--- src/rtl/zz_rlc.sv ---
`default_nettype none
// ============================================================================
// Module      : zz_rlc
// Description : JPEG run-length coder. Takes one 8x8 block of zigzag-ordered
//               quantized coefficients and emits a DC difference followed by
//               AC run/amplitude symbols (with ZRL and EOB) for the packer.
// Revision    : 1.0 - initial release
// ============================================================================
module zz_rlc #(
    parameter int COEF_W = 12,
    parameter int NCOMP  = 3
) (
    input  logic              clk,
    input  logic              rst,
    input  logic              frame_start,
    input  logic              in_valid,
    output logic              in_ready,
    input  logic [COEF_W-1:0] in_coef,
    input  logic [1:0]        in_comp,
    input  logic              stall,
    output logic              DC_valid,
    output logic [15:0]       data_dc,
    output logic              valid,
    output logic [15:0]       data_ac,
    output logic              last,
    output logic              block_done
);

    typedef enum logic [0:0] {
        ST_ACCEPT = 1'b0,
        ST_ZRL    = 1'b1
    } state_t;

    localparam logic signed [COEF_W-1:0] c_amp_max = COEF_W'(127);
    localparam logic signed [COEF_W-1:0] c_amp_min = COEF_W'(-128);
    localparam logic [15:0]              c_zrl     = 16'hF000;

    state_t              r_state,    w_state;
    logic [5:0]          r_idx,      w_idx;
    logic [5:0]          r_run,      w_run;
    logic [7:0]          r_pend_amp, w_pend_amp;
    logic                r_pend_last, w_pend_last;
    logic [COEF_W-1:0]   r_pred [NCOMP];
    logic [COEF_W-1:0]   w_pred [NCOMP];
    logic                r_dc_valid, w_dc_valid;
    logic [15:0]         r_data_dc,  w_data_dc;
    logic                r_valid,    w_valid;
    logic [15:0]         r_data_ac,  w_data_ac;
    logic                r_last,     w_last;
    logic                r_done,     w_done;

    logic                w_accept;
    logic [1:0]          w_comp;
    logic [COEF_W-1:0]   w_pred_sel;
    logic [COEF_W:0]     w_diff;
    logic [7:0]          w_amp;
    logic                w_zero;
    logic                w_idx_last;

    assign in_ready   = (r_state == ST_ACCEPT) & ~stall & ~rst & ~frame_start;
    assign w_accept   = in_valid & in_ready;
    assign w_zero     = (in_coef == '0);
    assign w_idx_last = (r_idx == 6'd63);

    assign DC_valid   = r_dc_valid;
    assign data_dc    = r_data_dc;
    assign valid      = r_valid;
    assign data_ac    = r_data_ac;
    assign last       = r_last;
    assign block_done = r_done;

    // Predictor select and DC difference at COEF_W+1 bits so it cannot overflow.
    always_comb begin
        w_comp = (32'(in_comp) < NCOMP) ? in_comp : 2'd0;
        w_pred_sel = '0;
        for (int i = 0; i < NCOMP; i++) begin
            if (w_comp == 2'(i)) begin
                w_pred_sel = r_pred[i];
            end
        end
        w_diff = {in_coef[COEF_W-1], in_coef} - {w_pred_sel[COEF_W-1], w_pred_sel};
    end

    // Amplitude saturation to the signed 8-bit range carried in data_ac.
    always_comb begin
        w_amp = in_coef[7:0];
        if ($signed(in_coef) > c_amp_max) begin
            w_amp = 8'h7F;
        end else if ($signed(in_coef) < c_amp_min) begin
            w_amp = 8'h80;
        end
    end

    // Next-state and next-output logic for the accept / ZRL-drain machine.
    always_comb begin
        w_state     = r_state;
        w_idx       = r_idx;
        w_run       = r_run;
        w_pend_amp  = r_pend_amp;
        w_pend_last = r_pend_last;
        for (int i = 0; i < NCOMP; i++) begin
            w_pred[i] = r_pred[i];
        end
        w_dc_valid  = 1'b0;
        w_data_dc   = r_data_dc;
        w_valid     = 1'b0;
        w_data_ac   = r_data_ac;
        w_last      = 1'b0;
        w_done      = 1'b0;

        if (frame_start) begin
            w_state     = ST_ACCEPT;
            w_idx       = 6'd0;
            w_run       = 6'd0;
            w_pend_amp  = 8'd0;
            w_pend_last = 1'b0;
            for (int i = 0; i < NCOMP; i++) begin
                w_pred[i] = '0;
            end
        end else if (w_accept) begin
            w_idx = r_idx + 6'd1;
            if (r_idx == 6'd0) begin
                w_dc_valid = 1'b1;
                w_data_dc  = {{(15-COEF_W){w_diff[COEF_W]}}, w_diff};
                w_run      = 6'd0;
                for (int i = 0; i < NCOMP; i++) begin
                    if (w_comp == 2'(i)) begin
                        w_pred[i] = in_coef;
                    end
                end
            end else if (w_zero) begin
                if (w_idx_last) begin
                    // Trailing zeros collapse into EOB; no ZRLs are emitted.
                    w_valid   = 1'b1;
                    w_data_ac = 16'h0000;
                    w_last    = 1'b1;
                    w_done    = 1'b1;
                    w_run     = 6'd0;
                end else begin
                    w_run = r_run + 6'd1;
                end
            end else if (r_run < 6'd16) begin
                w_valid   = 1'b1;
                w_data_ac = {r_run[3:0], 4'h0, w_amp};
                w_last    = w_idx_last;
                w_done    = w_idx_last;
                w_run     = 6'd0;
            end else begin
                // First ZRL goes out immediately; the rest drain in ST_ZRL.
                w_valid     = 1'b1;
                w_data_ac   = c_zrl;
                w_run       = r_run - 6'd16;
                w_pend_amp  = w_amp;
                w_pend_last = w_idx_last;
                w_state     = ST_ZRL;
            end
        end else if ((r_state == ST_ZRL) && !stall) begin
            w_valid = 1'b1;
            if (r_run >= 6'd16) begin
                w_data_ac = c_zrl;
                w_run     = r_run - 6'd16;
            end else begin
                w_data_ac   = {r_run[3:0], 4'h0, r_pend_amp};
                w_last      = r_pend_last;
                w_done      = r_pend_last;
                w_run       = 6'd0;
                w_pend_last = 1'b0;
                w_state     = ST_ACCEPT;
            end
        end
    end

    // State, predictor and output registers.
    always_ff @(posedge clk) begin
        if (rst) begin
            r_state     <= ST_ACCEPT;
            r_idx       <= 6'd0;
            r_run       <= 6'd0;
            r_pend_amp  <= 8'd0;
            r_pend_last <= 1'b0;
            for (int i = 0; i < NCOMP; i++) begin
                r_pred[i] <= '0;
            end
            r_dc_valid  <= 1'b0;
            r_data_dc   <= 16'd0;
            r_valid     <= 1'b0;
            r_data_ac   <= 16'd0;
            r_last      <= 1'b0;
            r_done      <= 1'b0;
        end else begin
            r_state     <= w_state;
            r_idx       <= w_idx;
            r_run       <= w_run;
            r_pend_amp  <= w_pend_amp;
            r_pend_last <= w_pend_last;
            for (int i = 0; i < NCOMP; i++) begin
                r_pred[i] <= w_pred[i];
            end
            r_dc_valid  <= w_dc_valid;
            r_data_dc   <= w_data_dc;
            r_valid     <= w_valid;
            r_data_ac   <= w_data_ac;
            r_last      <= w_last;
            r_done      <= w_done;
        end
    end

endmodule
`default_nettype wire

--- config.mk ---
export PLATFORM = sky130hd
export DESIGN_NAME = zz_rlc
export DESIGN_NICKNAME = d
export VERILOG_FILES = /design/src/rtl/zz_rlc.sv
export SDC_FILE = /design/constraint.sdc
export NUM_CORES = 1
export LEC_CHECK = 0
export BUFFER_PORTS_ARGS = -buffer_cell sky130_fd_sc_hd__buf_2
export CORE_UTILIZATION = 37
export CTS_BUF_LIST = sky130_fd_sc_hd__clkbuf_4 sky130_fd_sc_hd__clkbuf_8
export DETAILED_ROUTE_END_ITERATION = 7
export GPL_TIMING_DRIVEN = 0
export PLACE_DENSITY_LB_ADDON = 0.3
export SYNTH_ARGS = -nofsm -noshare
export SYNTH_HDL_FRONTEND = slang
export SYNTH_SLANG_ARGS = --single-unit
--- constraint.sdc ---
create_clock -name clk -period 3.6 [get_ports clk]
set_input_delay 0.54 -clock clk [delete_from_list [all_inputs] [get_ports clk]]
set_output_delay 0.54 -clock clk [all_outputs]
set_load 0.05 [all_outputs]
After elaboration in Yosys (flattened, before gate mapping):

Memory sizes are Yosys's and may differ from the RTL's.
Index checks and enable logic that the tools add are counted.

* $add $sub $neg: 4
* equal/unequal tests: 8
* reductions and logical operators: 12
* bitwise logic cells: 15
* order comparisons: 5
* muxes and demuxes: 54

Operator list (number)
* two-way mux 16 bit: 7
* two-way mux 12 bit: 9
* two-way mux 36 bit: 3
* two-way mux 6 bit: 7
* two-way mux 1 bit: 25
* two-way mux 8 bit: 2
* subtractor 12 x 12 -> 13 bit: 1
* adder 6 x 1 -> 6 bit, second input constant: 2
* > comparator 12 x 8 -> 1 bit, second input constant: 1
* zero test 12 bit: 1
* < comparator 12 x 8 -> 1 bit, second input constant: 1
* != test 2 bit, second input constant: 4
* NOT 1 bit: 8
* AND reduction 4 bit: 2
* == test 6 bit, second input constant: 1
* >= comparator 6 x 5 -> 1 bit, second input constant: 1
* zero test 6 bit: 1
* < comparator 6 x 5 -> 1 bit, second input constant: 1
* subtractor 6 x 5 -> 6 bit, second input constant: 1
* AND reduction 5 bit: 1
* bitwise AND 1 bit: 4
* != test 3 x 2 -> 1 bit, second input constant: 1
* OR 1 bit: 3
* AND reduction 3 bit: 1
* other kinds (10): 10

* bits of input ports: 19
* logic and storage cells: 109
* output and inout port bits: 37
* memories kept: 1
* memory bits (writable): 36
* register bits after elaboration: 54

Memory list
* r_pred: words 3, bits a word 12, rd ports 3, clocked after memory_dff 0, write ports 3, line 43 `logic [COEF_W-1:0] r_pred [NCOMP];`

Longest topological paths before layout:

Gate-level depths: netlist of run 1.

* depth after elaboration: 8
* mapped depth: 15
* mapped depth without buffers: 14

Worst setup path before layout of run 1:

OpenSTA, ideal clock, no wires.

* path kind: in2reg
* start point: in in_comp[0]
* end point: reg, netlist name data_dc[12]
* slack: 0.546 ns
* buffers on the path: 1
* data required time: 3.526 ns
* data arrival time: 2.980 ns
* stages: 15
* setup time: 0.074 ns
* cell sequence: inv_1 > ha_1 > clkbuf_1 > nand2_1 > nor2_1 > a21oi_1 > o21ai_0 > ha_1 > inv_1 > fa_1 > a21oi_1 > o21ai_0 > a211oi_1 > o21ai_0 > a31oi_1

* word-level cells in the longest chain between the ends: 7
* elaborated cells on any way between the ends: 9
* those cells by class: 1 x add/sub; 1 x order compare; 2 x eq/ne; 4 x mux; 1 x reduce/logical

Ends and longest elaborated chain
* start: declaration: line 19 `input logic [1:0] in_comp,`
* < comparator 2 bit: line 74 `w_comp = (32'(in_comp) < NCOMP) ? in_comp : 2'd0;`
* two-way mux 2 bit (*): line 74
* zero test 2 bit: line 77 `if (w_comp == 2'(i)) begin`
* two-way mux 12 bit (2 in a row): line 77
* two-way mux 12 bit (*): line 77
* subtractor 12 x 12 -> 13 bit (*): line 81 `w_diff = {in_coef[COEF_W-1], in_coef} - {w_pred_sel[COEF_W-1], w_pred_sel};`

Mark *: on every way between the ends. The rest lies on a longest branch, timed or not.
A chain may end at the register's enable or synchronous reset.

Worst setup path in the final report of run 1:

* start point: in in_comp[1]
* end point: reg, netlist name data_dc[12]

* word-level cells in the longest chain between the ends: 7
* elaborated cells on any way between the ends: 9
* those cells by class: 1 x add/sub; 1 x order compare; 2 x eq/ne; 4 x mux; 1 x reduce/logical

Ends and longest elaborated chain (line)
* < comparator 2 bit: 74
* two-way mux 2 bit (*): 74
* zero test 2 bit: 77
* two-way mux 12 bit (2 in a row): 77
* two-way mux 12 bit (*): 77
* subtractor 12 x 12 -> 13 bit (*): 81

Marks and branches as above.

==> results of run 1 <==
## layout make-up
type                            count  share of cell area (%)
Inverter                           15                    1.10
Sequential cell                    86                    33.5
Tap cell                          143                    3.49
Clock buffer                       13                    3.12
Timing Repair Buffer               50                    4.88
Buffer                             43                    3.95
Multi-Input combinational cell    456                    49.1
Clock inverter                      3                   0.853
## power by group through the flow
stage                     clock network (W)  registers, W  logic, W
after global routing               0.000765      0.000961  0.000217
after detailed placement                  0      0.000982  0.000197
final                              0.000702      0.000959  0.000198
after global placement                    0      0.000982  0.000193
after CTS                          0.000723      0.000960  0.000197
after floorplan                           0      0.000998  0.000115
## per-stage QoR
stage | total power, W | util, % | cells | setup slack (ns)
after global routing | 0.00194 | 44.2 | 809 | 0.0129
after detailed placement | 0.00118 | 42.5 | 794 | -0.0908
after global placement | 0.00117 | 42.5 | 794 | -0.0373
final | 0.00186 | 44.2 | 809 | 0.222
after CTS | 0.00188 | 44.2 | 810 | 0.267
after floorplan | 0.00111 | - | 601 | 0.546
## logic make-up (layout without fill, tap and decap cells)
logic type               count (synthesis)  in the layout
flip-flops                              86             86
AND/OR/NAND/NOR                        250            250
AO/OA/AOI/OAI                          173            173
XOR/XNOR                                 8              8
buffers and inverters                   59            124
other                                    1              4
adder cells (fa/ha/maj)                 18             18
multiplexers                             3              3
## flip-flops by register name, summed over array words and instances (netlist names)
signal and count:
r_pred 36, data_dc 13, data_ac 12, r_pend_amp 8, r_idx 6, r_run 6
DC_valid 1, block_done 1, r_pend_last 1, r_state 1, valid 1
## worst paths after layout
check                                                from                        to  cells past startpoint
worst max register to register  r_pred[0][0]$_SDFFE_PP0P_  data_dc[12]$_SDFFE_PP0P_                     12
worst max-delay path                           in_comp[1]  data_dc[12]$_SDFFE_PP0P_                     15
worst min register to register    data_dc[3]$_SDFFE_PP0P_   data_dc[3]$_SDFFE_PP0P_                      2
worst min-delay path              data_dc[3]$_SDFFE_PP0P_   data_dc[3]$_SDFFE_PP0P_                      2
## critical path, delay by kind of cell
kind / cells / cell delay [ns]
buffers and inverters: 5 / 0.91
adders and majority gates: 3 / 0.75
AOI/OAI and AO/OA: 7 / 1.47
## metal layers
layer	part of all wire, %	global-route usage [%]	vias up
li1	-	-	2210
met5	0	0	-
met1	48	25.8	2000
met3	5.4	3.13	21
met2	45	30.2	117
met4	1.9	7.91	0
## cell usage in the layout, fill, tap and decap left out, types with 2 or more instances in the layout
cell                        netlist  routed
sky130_fd_sc_hd__buf_4            8       8
sky130_fd_sc_hd__mux2i_1          2       2
sky130_fd_sc_hd__o21ai_0         19      19
sky130_fd_sc_hd__nand2_1        124     124
sky130_fd_sc_hd__nand4_1          6       6
sky130_fd_sc_hd__inv_1           14      14
sky130_fd_sc_hd__buf_2            8      58
sky130_fd_sc_hd__a22oi_1          2       2
sky130_fd_sc_hd__clkbuf_4         0       3
sky130_fd_sc_hd__nand2b_1         3       3
sky130_fd_sc_hd__or2_2            2       2
sky130_fd_sc_hd__nand3b_1         3       3
sky130_fd_sc_hd__or3_1           13      13
sky130_fd_sc_hd__xor2_1           5       5
sky130_fd_sc_hd__o2111ai_1        2       2
sky130_fd_sc_hd__clkbuf_1        27      25
sky130_fd_sc_hd__nor2b_1          2       2
sky130_fd_sc_hd__a311oi_1         7       7
sky130_fd_sc_hd__nand3_1         20      20
sky130_fd_sc_hd__o211ai_1        17      17
sky130_fd_sc_hd__conb_1           1       4
sky130_fd_sc_hd__ha_1            17      17
sky130_fd_sc_hd__a21oi_1        100     100
sky130_fd_sc_hd__and4_1           2       2
sky130_fd_sc_hd__o21bai_1         2       2
sky130_fd_sc_hd__a211oi_1         5       5
sky130_fd_sc_hd__a21o_1           4       4
sky130_fd_sc_hd__dfxtp_1         86      86
sky130_fd_sc_hd__xnor2_1          3       3
sky130_fd_sc_hd__nor2_1          51      51
sky130_fd_sc_hd__a31oi_1          3       3
sky130_fd_sc_hd__clkbuf_8         0      10
sky130_fd_sc_hd__and2_1           5       5
sky130_fd_sc_hd__nor4_1           4       4
sky130_fd_sc_hd__o21a_1           2       2
sky130_fd_sc_hd__nor3_1           6       6
==> summary by stage, run 1 <==
Yosys
The basic-gate share of the synthesized area counting and, or, nand and nor cells is 25.3%. The number of synthesized register bits is 86. Synthesis produced a netlist whose cell count is around 600. Of the total synthesized cell area, the portion taken by full adders, half adders and majority gates is 5.18%. The most numerous cell in the Yosys netlist is sky130_fd_sc_hd__nand2_1. The number of distinct library cells after synthesis is 57.

Counting instances in the post-synthesis netlist gives the leading cell types as 124 x sky130_fd_sc_hd__nand2_1, 100 x sky130_fd_sc_hd__a21oi_1, 86 x sky130_fd_sc_hd__dfxtp_1. The sequential-to-total area share from yosys stat is approximately two fifths. In the post-synthesis netlist, the biggest area contributors are sky130_fd_sc_hd__dfxtp_1 38%, sky130_fd_sc_hd__a21oi_1 11%, sky130_fd_sc_hd__nand2_1 10%, sky130_fd_sc_hd__ha_1 4.7%, sky130_fd_sc_hd__nor2_1 4.3%. The xor/xnor share of the synthesized area is between 1.5 and 2%. The Yosys warning count is 0. The share of async-settable or async-resettable flops after synthesis is 0%. sky130_fd_sc_hd__dfxtp_1 takes more of the synthesized area than any other cell.

After synthesis, the largest area contributor takes up 38.3% of total cell area. The mapped netlist covers 0.00449 mm^2. The largest family of logic cells by synthesized area is simple AND/OR/NAND/NOR gates. In the synthesized netlist, mux cells make up 0.697% of the area. In this run, synthesis inferred 0 flip-flops with an integrated enable. The mean instance size in the synthesized netlist is 7.51 um^2.

The prevailing post-synth register cell is sky130_fd_sc_hd__dfxtp_1. The synthesized-area fraction occupied by ao, oa, aoi and oai cells is 23.0%.

Critical path
Counting stages on the worst path, the most repeated cell is sky130_fd_sc_hd__o21ai_0. STA classifies the critical path startpoint as an input pin. The required time at the worst-slack endpoint is 3.90 ns. Traced cell by cell, the critical path runs through buf_2 -> inv_1 -> ha_1 -> clkbuf_1 -> clkbuf_1 -> a21oi_1 -> o21ai_0 -> ha_1 -> inv_1 -> fa_1 -> a21oi_1 -> o21ai_0 -> a211oi_1 -> o21ai_0 -> a31oi_1. Along the worst path, the maximum fanout reaches 10. For flop-to-flop paths, the worst setup slack is 0.97 ns. Data on the critical path arrives at its endpoint at ~3.7 ns. The endpoint kind of the worst setup timing path is a flop. The critical path is of the in -> reg type. On the critical path, the stage with the largest delay is an instance of sky130_fd_sc_hd__clkbuf_1.

The delay of the slowest cell on the worst path is approximately 0.41 ns.

STA
The final setup violation count is 0. The count of final max-slew check failures is 0. The smallest clock period supported by the final layout is computed as about 3.4 ns. The achievable clock frequency is 296 MHz.

At the pin with the least slew margin, the transition time is 0.723 ns. The worst hold-check slack is 0.451 ns. Setup repair after global routing left no endpoint under its margin.

The setup TNS is 0 ns. The final count of hold timing violations was 0. The clock tree skew after final layout is 0.00715 ns. Measured against its own limit, the worst slew margin works out to 51.1%.

The final period utilization is 93.8%.

CTS
Once the clock tree was built, the resizer swapped 0 gates to a different size. TritonCTS built the clock tree. The total setup buffers inserted after CTS is 0. The number of H-tree branching levels is 3. In this run the clock root is driven by a sky130_fd_sc_hd__clkbuf_8. The clock latency on the worst-skew pair is 0.36 ns. The largest buffer count on any clock path is 2. The number of hold-repair buffers added at the cts stage is 0. The clock-pin slew of the registers on the worst-case setup and hold paths is around 0.080 ns. Buffers inserted during clock tree synthesis total 9. The sink count of the clock tree is 86.

Finish
The antenna diode count is 0. The net count of the finished layout is 698. The multi-input combinational cells in the finished layout cover a total of 0.00252 mm^2.

The register area is 0.00172 mm^2. The summed area of non-filler cells in the final layout is 0.00513 mm^2. Counting the fill cells in the layout gives approximately 1,200.

Cells with a size suffix above 1 make up 13.8% of the layout. The post-synthesis to final-layout area growth is 14.3%.

Power
The internal portion of the total power is 0.00137 W. In this run switching power makes up a little over a quarter of total power. The analysis attributes to cell leakage a power of ~1.9 nW. The maximum vdd drop is 0.128 mV. The relative contribution of the clock network to total power is 37.8%.

Of the total power, registers draw approximately half. The logic gate share of total power is 10.6%. Dividing total power by cell area gives a power density of 362 mW/mm^2. In this run the power spent charging and discharging nets is 0.000486 W.

Worst hold path
The path class of the tightest hold or removal check is reg -> reg.

Place
The global placer's final weighted congestion is 0.820. The count of port buffers added during placement is 50. Detailed placement ended at an HPWL of 8930 um. The standard cell area after detailed placement is slightly below 0.005 mm^2.

Floorplanning
The floorplan step defined a die boundary enclosing roughly 0.013 mm^2. The initial utilization of the core area, before any placement, comes to ~39%. The floorplan step set the die height to 112 um. The floorplan has 39 rows. The placeable core region is 0.0116 mm^2. The number of primary I/O pins is 56. Measured along the x axis, the die boundary spans between 100 and 150 um.

Job
The max-capacitance violation count is 0.

Detailed routing
For this block, the via count after detailed routing is ~4,300. The vias per cell is 5.37. The initial detailed-routing violation count is 259. The first detailed-routing pass ran for 8 iterations. The final routed wire length divided by cell count is roughly 15 um.

The count of nets left with antenna violations once routing finished came out at 0. After detailed routing, the total wire length is about 12,000 um. After detailed routing, the number of remaining DRC violations is 3.

Global route
The global-route wire length before repair is 19,300 um. The via count of the first global-routing pass is 3,983. Across every metal layer, demand over resource in global routing totals 19.1%.

The number of antenna violations at the first check in global routing is 0. The total congestion overflow is 0. The largest net degree at the start of global routing is 14.

Run status
The final reports fail on design-rule violations. The run finished, with violations left.
Note: power is estimated with default switching activity, not from simulation.
==> run 2, diff against run 1 <==
- ABC_AREA: unset -> 1
- CELL_PAD_IN_SITES_DETAIL_PLACEMENT: unset -> 0
- CELL_PAD_IN_SITES_GLOBAL_PLACEMENT: unset -> 1
- SLEW_MARGIN: unset -> 10
==> run 2 against run 1 <==
Area after synthesis grew 6.6%. Worst hold slack lost 0.0070 ns. First-iteration DRC count grew 8.5%. Design area grew 6.9%. Critical path depth grew 2. Wire length grew 3.9%. Combinational power grew 65%. Core utilization shrank 0.72 points. Worst setup slack gained 0.35 ns. Synthesized cell count grew 14%. Sequential share of layout area shrank 2.2 points. The flow now finishes without violations. Sequential power grew 0.8%.
==> summary by stage, run 2 <==
Floorplanning
The placeable core region is 0.0126 mm^2. The die is about 120 um wide. Row generation in the floorplan step produced between 40 and 50 rows. The die area is 0.0134 mm^2. Pin placement for this block handled 56 I/O pins. The die is 116 um tall. The initial core utilization is 37.9%.

CTS
The number of resized instances in the post-cts repair step is 0. The TritonCTS clock tree is done. The total setup buffers inserted after CTS is 0. Clock-pin slew was measured on the worst setup and hold paths at ~0.09 ns. The number of H-tree branching levels is 3.

In this run, CTS created clock tree buffers numbering 9. Counting along the longest clock path gives a buffer depth of 2. Clock tree synthesis selected as its root buffer the cell sky130_fd_sc_hd__clkbuf_8. The sink count of the clock tree is 86. Clock latency on the worst-skew pair, taken at its later pin, is approximately 0.38 ns.

The number of hold-repair buffers added at the cts stage is 0.

STA
The final worst slack is 0.568 ns. The achievable clock frequency is 330 MHz. The worst slew margin relative to its limit is 55.1%. At the pin with the least slew margin, the transition time is 0.673 ns. Setup violations remaining at the end of the flow were counted as 0.

The final count of hold timing violations is 0. Setup repair after global routing left no endpoint under its margin. The shortest clock period the worst path allows after layout is 3.03 ns.

The final period utilization is 84.2%. Between clock sinks in the finished design, the worst skew comes to around 0.007 ns. The count of final max-slew check failures is 0.

After routing, the total negative slack on setup checks comes to 0 ns.

Place
The placed instances occupy a cell area of between 0.005 and 0.006 mm^2. The worst slack at placement is 0.191 ns. The global placer's final weighted congestion is about 0.83. The half-perimeter wire length after detailed placement is just over 9000 um. The count of port buffers added during placement is 50. In this run, placement finished with an instance count of roughly 910.

Detailed routing
For this run, the detailed router's first-pass iteration total came to 4. The overall via count from detail_route is 4,448. The final layout contains routed wiring with a total length of 12,200 um. Using the TritonRoute via totals, the vias-per-cell ratio works out to 4.83.

The initial detailed-routing violation count is 281. The number of remaining DRC errors is 0. The count of antenna-violating nets left after detailed routing is 0. Dividing the detail-routed wire length by the instance count gives 13.3 um.

Finish
Counting flops per register, the top entry is r_pred. Relative to the synthesized area, the layout overhead comes to 14.6%. The library cell used most frequently in the layout, excluding fill and tap cells, is sky130_fd_sc_hd__nand2_1. The antenna diode count is 0.

In the layout the commonest cells are 108 x sky130_fd_sc_hd__nand2_1, 103 x sky130_fd_sc_hd__inv_1, 86 x sky130_fd_sc_hd__dfxtp_1, 73 x sky130_fd_sc_hd__nor2_1, 72 x sky130_fd_sc_hd__a21oi_1. In the final layout, the share of cells above drive strength 1 is 14.8%. The flip-flop count of the largest register, all copies and words added is 36.

The finished cells cover 0.00549 mm^2. For this run, the post-layout net count is between 700 and 800. For this run, the number of standard cells in the final layout without fillers is ~900.

Yosys
The most common cell in the synthesized netlist is sky130_fd_sc_hd__nand2_1. Summing the areas of all compound-gate instances in the mapped netlist gives 20.0% of the synthesized area. Of the total synthesized cell area, the portion taken by XOR and XNOR cells is 0.915%. The fraction of synthesized cell area taken by the top area cell type is roughly 36%. The commonest cells after synthesis are 108 x sky130_fd_sc_hd__nand2_1, 103 x sky130_fd_sc_hd__inv_1, 86 x sky130_fd_sc_hd__dfxtp_1. For this run, the register share of the synthesized area comes to 36.0%. In this run, synthesis inferred 0 flip-flops with an integrated enable. Summing every instance area after synthesis gives 0.00479 mm^2. The adder and majority cell fraction of the synthesized area is a little under 5%. The number of synthesized register bits is 86. Sorting the synthesized cells by area gives the leading types as sky130_fd_sc_hd__dfxtp_1 36%, sky130_fd_sc_hd__nand2_1 8.5%, sky130_fd_sc_hd__inv_1 8.1%, sky130_fd_sc_hd__a21oi_1 7.5%, sky130_fd_sc_hd__o21ai_0 6.7%. The Yosys warning count is 0. After technology mapping, the gate count stands at 681.

The largest total area in the synthesized netlist belongs to sky130_fd_sc_hd__dfxtp_1. The number of distinct library cells after synthesis is 42. For this run, the leading register cell type out of synthesis is sky130_fd_sc_hd__dfxtp_1. For this run, asynchronously set or reset flops after synthesis account for 0%.

The basic-gate share of the synthesized area counting and, or, nand and nor cells is 25.1%. The mean instance size in the synthesized netlist is 7.03 um^2. Multiplexer cells account for 0% of the synthesized area. By area, the combinational part of the netlist is dominated by simple AND/OR/NAND/NOR gates.

Critical path
The kind of critical path is in -> reg. STA classifies the critical path endpoint as a flop. The critical path goes through buf_2 -> inv_1 -> ha_1 -> inv_1 -> nor2_1 -> inv_1 -> clkbuf_1 -> o221ai_1 -> o21ai_0 -> fa_1 -> nand3_1 -> nand2_1 -> a21oi_1 -> xor2_1 -> nand2_1 -> nand2_1 -> inv_1. Broken down by cell family, the worst path's largest delay share belongs to adder cells. The data arrival time of the worst path is 3.32 ns. The maximum fanout along the worst path is 10. The worst setup path is launched from an input pin.

Data on the critical path is required at its endpoint by 3.88 ns. The highest-delay cell along the critical path is sky130_fd_sc_hd__fa_1. The most numerous cell type found on the critical path is sky130_fd_sc_hd__inv_1.

On the worst path, the slowest cell contributes a delay of just under 0.5 ns. The buffer and inverter count on the worst path is 6.

Global route
The number of antenna violations at the first check in global routing is 0. The total congestion overflow is 0. The global-route wire length before repair is between 15,000 and 20,000 um.

The via count of the first global-routing pass came to 3,950. Entering global routing, the biggest net connects 15 pins. In the global route stage, overall resource usage came out at 19.3%.

Job
Across the run, the number of max-cap violations was 0.

Power
For this design the ratio of total power to cell area is 377 mW/mm^2. The total leakage power is 2.44 nW. VDD sags by at most 0.202 mV.

Run status
The flow ran to the end, and the final reports show no timing, DRC or antenna violations.

Worst hold path
The class of the most critical hold timing path is reg -> reg.
==> run 2: cell families (layout without fill, tap and decap cells) <==
group | Yosys count | in the layout
flops | 86 | 86
xor+xnor | 5 | 5
compound gates | 176 | 176
fa+ha+maj | 18 | 18
buf+inv | 139 | 204
simple gates | 256 | 256
other cells | 1 | 4
==> run 2: per-stage QoR <==
step | total power (W) | hold slack (ns) | utilization (%)
2_1_floorplan | 0.00123 | 0.420 | -
3_3_place_gp | 0.00132 | 0.428 | 41.7
3_5_place_dp | 0.00132 | 0.432 | 41.7
4_1_cts | 0.00210 | 0.446 | 43.5
5_1_grt | 0.00217 | 0.466 | 43.5
6_report | 0.00207 | 0.444 | 43.5
==> run 2: final timing paths <==
kind,startpoint,end,slack (ns),cells past startpoint
worst min-delay path,r_pred[0][28]$_SDFFE_PP0P_,r_pred[0][28]$_SDFFE_PP0P_,0.44,2
worst min register to register,r_pred[0][28]$_SDFFE_PP0P_,r_pred[0][28]$_SDFFE_PP0P_,0.44,2
worst max-delay path,in_comp[0],data_dc[8]$_SDFFE_PP0P_,0.57,17
worst max register to register,r_pred[0][12]$_SDFFE_PP0P_,data_dc[8]$_SDFFE_PP0P_,1.37,12
==> run 2: report_power, final <==
| group | switching [W] | internal (W) | total [W] | leakage, nW |
|---|---|---|---|---|
| clock | 0.000367 | 0.000407 | 0.000774 | 0.105 |
| combinational | 0.000226 | 0.000102 | 0.000327 | 1.64 |
| sequential | 0.00000526 | 0.000962 | 0.000967 | 0.694 |
==> run 2: layout make-up <==
type | instances | area (um^2)
Clock inverter | 5 | 83.8
Fill cell | 1357 | 7130
Multi-Input combinational cell | 459 | 2450
Buffer | 34 | 229
Sequential cell | 86 | 1720
Tap cell | 172 | 215
Clock buffer | 10 | 138
Timing Repair Buffer | 50 | 250
Inverter | 105 | 397
==> run 2: worst register-to-register path, cell delays in order, from the launching register on <==
cell                       delay (ns)
sky130_fd_sc_hd__dfxtp_1         0.34
sky130_fd_sc_hd__a221oi_1        0.10
sky130_fd_sc_hd__a21oi_1         0.19
sky130_fd_sc_hd__ha_1            0.20
sky130_fd_sc_hd__inv_1           0.08
sky130_fd_sc_hd__fa_1            0.43
sky130_fd_sc_hd__nand3_1         0.11
sky130_fd_sc_hd__nand2_1         0.12
sky130_fd_sc_hd__a21oi_1         0.19
sky130_fd_sc_hd__xor2_1          0.19
sky130_fd_sc_hd__nand2_1         0.07
sky130_fd_sc_hd__nand2_1         0.06
sky130_fd_sc_hd__inv_1           0.03
==> run 2: per-layer routing <==
layer | wire (um) | vias to the layer above | GRT usage, %
li1 | - | 2330 | -
met1 | 5660 | 2020 | 24.2
met2 | 5900 | 82 | 32.6
met3 | 452 | 16 | 4.86
met4 | 193 | 0 | 5.90
met5 | 0 | - | 0
==> run 3, diff against run 2 <==
- clock period: 3.6 -> 2.75 ns (I/O delays scaled with it)
==> run 3 against run 2 <==
Wire length about the same. Clock skew increased by 0.0013 ns. Combinational power increased by 33%. Count of clock-buffer cells in the layout unchanged. Global-route usage unchanged. Die area unchanged. Via count increased by 0.79%. Sequential share of layout area decreased by 0.15 points.
==> summary by stage, run 3 (synthesis results as in run 2) <==
Detailed routing
Before antenna repair, the detailed router went through 5 iterations. In this run the remaining antenna-violating nets after routing total 0. The initial detailed-routing violation count is 252.

Dividing the detail-routed via count by the number of cells gives 4.87. Dividing the detail-routed wire length by the instance count gives approximately 13 um. The final layout contains routed wiring with a total length of 12,200 um. Summing over every cut layer, the via total after detailed routing is 4,483.

The number of remaining DRC errors is 0.

Place
The global placer's final weighted congestion is 0.829. The count of port buffers added during placement is 50. The half-perimeter wire length after detailed placement is 9230 um.

Finish
The number of filler cells placed in the layout is 1,352. Compared with the post-synthesis result, the final layout area differs by 15.1%. The net count of the finished layout is between 700 and 800.

0 antenna diodes ended up in the layout. The register with the most flip-flops in the layout has 36 of them. r_pred holds more flip-flops than any other register. The end-of-flow core utilization is between 40% and 50%. The most common library cell in the layout ignoring fill and taps is sky130_fd_sc_hd__nand2_1. The top cell types in the final layout, fill and taps aside, are 107 x sky130_fd_sc_hd__nand2_1, 102 x sky130_fd_sc_hd__inv_1, 86 x sky130_fd_sc_hd__dfxtp_1, 72 x sky130_fd_sc_hd__nor2_1, 70 x sky130_fd_sc_hd__a21oi_1. The fraction of final layout cells with drive strength greater than 1 is about 16%.

Critical path
The kind of critical path is in -> reg. The maximum fanout along the worst path is 4. Data on the critical path arrives at its endpoint at 2.83 ns. STA classifies the critical path startpoint as an input pin. The endpoint of the worst-slack reg-to-reg timing path is data_dc[8]$_SDFFE_PP0P_. The number of cells on the worst reg-to-reg path is 12. At the worst endpoint, the required time is 3.03 ns.

The worst register-to-register path has a setup slack of 0.55 ns. The worst setup path is captured at a flop. In this run the critical register-to-register path is launched from r_pred[0][12]$_SDFFE_PP0P_.

STA
Counting I/O delays and the setup requirement, the final critical path takes 2.54 ns. The final period utilization is about 92%. The achievable clock frequency is 393 MHz. In this run the tightest slew margin relative to its limit is 59.2%. The clock tree skew after final layout is roughly 0.0084 ns. The count of final max-slew check failures came to 0.

At the pin with the least slew margin, the transition time is 0.613 ns. The final count of hold timing violations is 0. The final setup violation count is 0.

Setup repair after global routing left no endpoint under its margin.

Worst hold path
The worst hold endpoint is data_dc[6]$_SDFFE_PP0P_. The worst hold path was traced through 4 stages. The path class of the tightest hold or removal check is in -> reg. The worst hold path begins at rst.

Job
The max-capacitance violation count is 0.

CTS
The largest buffer count on any clock path is 2. In this run the post-CTS setup repair buffer count came out at 0. At the later pin of the worst-skew pair, clock insertion delay measures 0.38 ns. The clock-pin slew of the registers on the worst-case setup and hold paths is about 0.09 ns.

The sink count of the clock tree is 86. The buffer type at the clock tree root is sky130_fd_sc_hd__clkbuf_8. TritonCTS built the clock tree.

In this run the number of H-tree levels came out at 3. Clock tree synthesis inserted a total of 9 buffers.

Floorplanning
The core region is 0.0126 mm^2. The number of primary I/O pins is 56. The die area is 0.0134 mm^2.

The floorplan step set the die width to 116 um. The initial core utilization is approximately 38%. Row generation in the floorplan step produced 41 rows.

The floorplan step set the die height to around 120 um.

Global route
The largest net degree at the start of global routing is 15. The total congestion overflow is 0. The global routing usage summed across all routing layers is 19.3%.

The first global-routing pass estimated 19,800 um of wire. The via count of the first global-routing pass is just under 4,000. The number of antenna violations at the first check in global routing is 0.

Power
Of the total power, combinational logic draws 16.0%. Total power for the finished layout comes to 0.00272 W. For this design the ratio of total power to cell area is 493 mW/mm^2. The total leakage power is 2.44 nW.

The reported net switching power is 0.000791 W. The maximum vdd drop is ~0.26 mV. The portion of total power attributed to sequential cells is 46.6%. The internal portion of the total power is 0.00193 W.

The relative contribution of the clock network to total power is 37.4%. The switching power share of the total is 29.1%.

Run status
The flow ran to the end, and the final reports show no timing, DRC or antenna violations.
-- run 3: worst max-delay path, stage by stage --
cell and delay [ns]:
sky130_fd_sc_hd__buf_2 0.09, sky130_fd_sc_hd__inv_1 0.04, sky130_fd_sc_hd__ha_1 0.33, sky130_fd_sc_hd__inv_1 0.07
sky130_fd_sc_hd__nor2_2 0.12, sky130_fd_sc_hd__a221oi_1 0.11, sky130_fd_sc_hd__a21oi_1 0.20, sky130_fd_sc_hd__ha_2 0.22
sky130_fd_sc_hd__inv_1 0.08, sky130_fd_sc_hd__fa_1 0.43, sky130_fd_sc_hd__nand3_1 0.13, sky130_fd_sc_hd__nand2_2 0.10
sky130_fd_sc_hd__a21oi_2 0.15, sky130_fd_sc_hd__xor2_1 0.18, sky130_fd_sc_hd__nand2_1 0.07, sky130_fd_sc_hd__nand2_1 0.06
sky130_fd_sc_hd__inv_1 0.03
-- run 3: through the flow --
step,setup TNS (ns),cells,instance area [um^2],setup WS (ns),hold slack [ns]
finish,0,920,5510,0.208,0.353
global route,0,920,5510,0.0308,0.354
CTS,0,920,5500,0.0715,0.335
detailed placement,-3.87,906,5270,-0.532,0.432
global placement,-3.38,906,5270,-0.489,0.428
floorplan,0,684,4800,0.0989,0.420
-- run 3: layout make-up --
type,instances,area [um^2],share of cell area [%]
Tap cell,172,215,3.90
Buffer,33,228,4.13
Sequential cell,86,1720,31.2
Clock buffer,10,138,2.50
Clock inverter,5,83.8,1.52
Inverter,105,397,7.19
Timing Repair Buffer,50,250,4.54
Multi-Input combinational cell,459,2480,45.0
-- run 3: power by group through the flow --
stage	Sequential, W	Clock, W	Combinational, W
floorplan	0.00133	0	0.000274
global placement	0.00130	0	0.000427
detailed placement	0.00130	0	0.000429
CTS	0.00127	0.00105	0.000431
global route	0.00127	0.00110	0.000483
finish	0.00127	0.00102	0.000435
-- run 3: per-layer routing --
| metal | GRT usage, % | vias to the layer above | share of wire [%] |
|---|---|---|---|
| li1 | - | 2332 | - |
| met3 | 5.02 | 12 | 4.0 |
| met5 | 0 | - | 0 |
| met4 | 5.47 | 0 | 1.2 |
| met2 | 32.9 | 73 | 49 |
| met1 | 24.0 | 2066 | 46 |
-- run 3: repair_timing --
item / in CTS / in global routing
resized for setup: 2 / 11
hold buffers: 0 / 0
setup endpoints to repair: 4 / 6
-- run 3: worst max-delay path by stage --
stage	startpoint	end	slack (ns)	depth (start not counted)
after floorplan	in_comp[0]	data_dc[8]$_SDFFE_PP0P_	0.1	16
after global placement	in_comp[0]	data_dc[8]$_SDFFE_PP0P_	-0.49	17
after CTS	in_comp[0]	data_dc[8]$_SDFFE_PP0P_	0.07	16
final	in_comp[0]	data_dc[8]$_SDFFE_PP0P_	0.21	17
after global routing	in_comp[0]	data_dc[8]$_SDFFE_PP0P_	0.03	17
after detailed placement	in_comp[0]	data_dc[8]$_SDFFE_PP0P_	-0.53	17
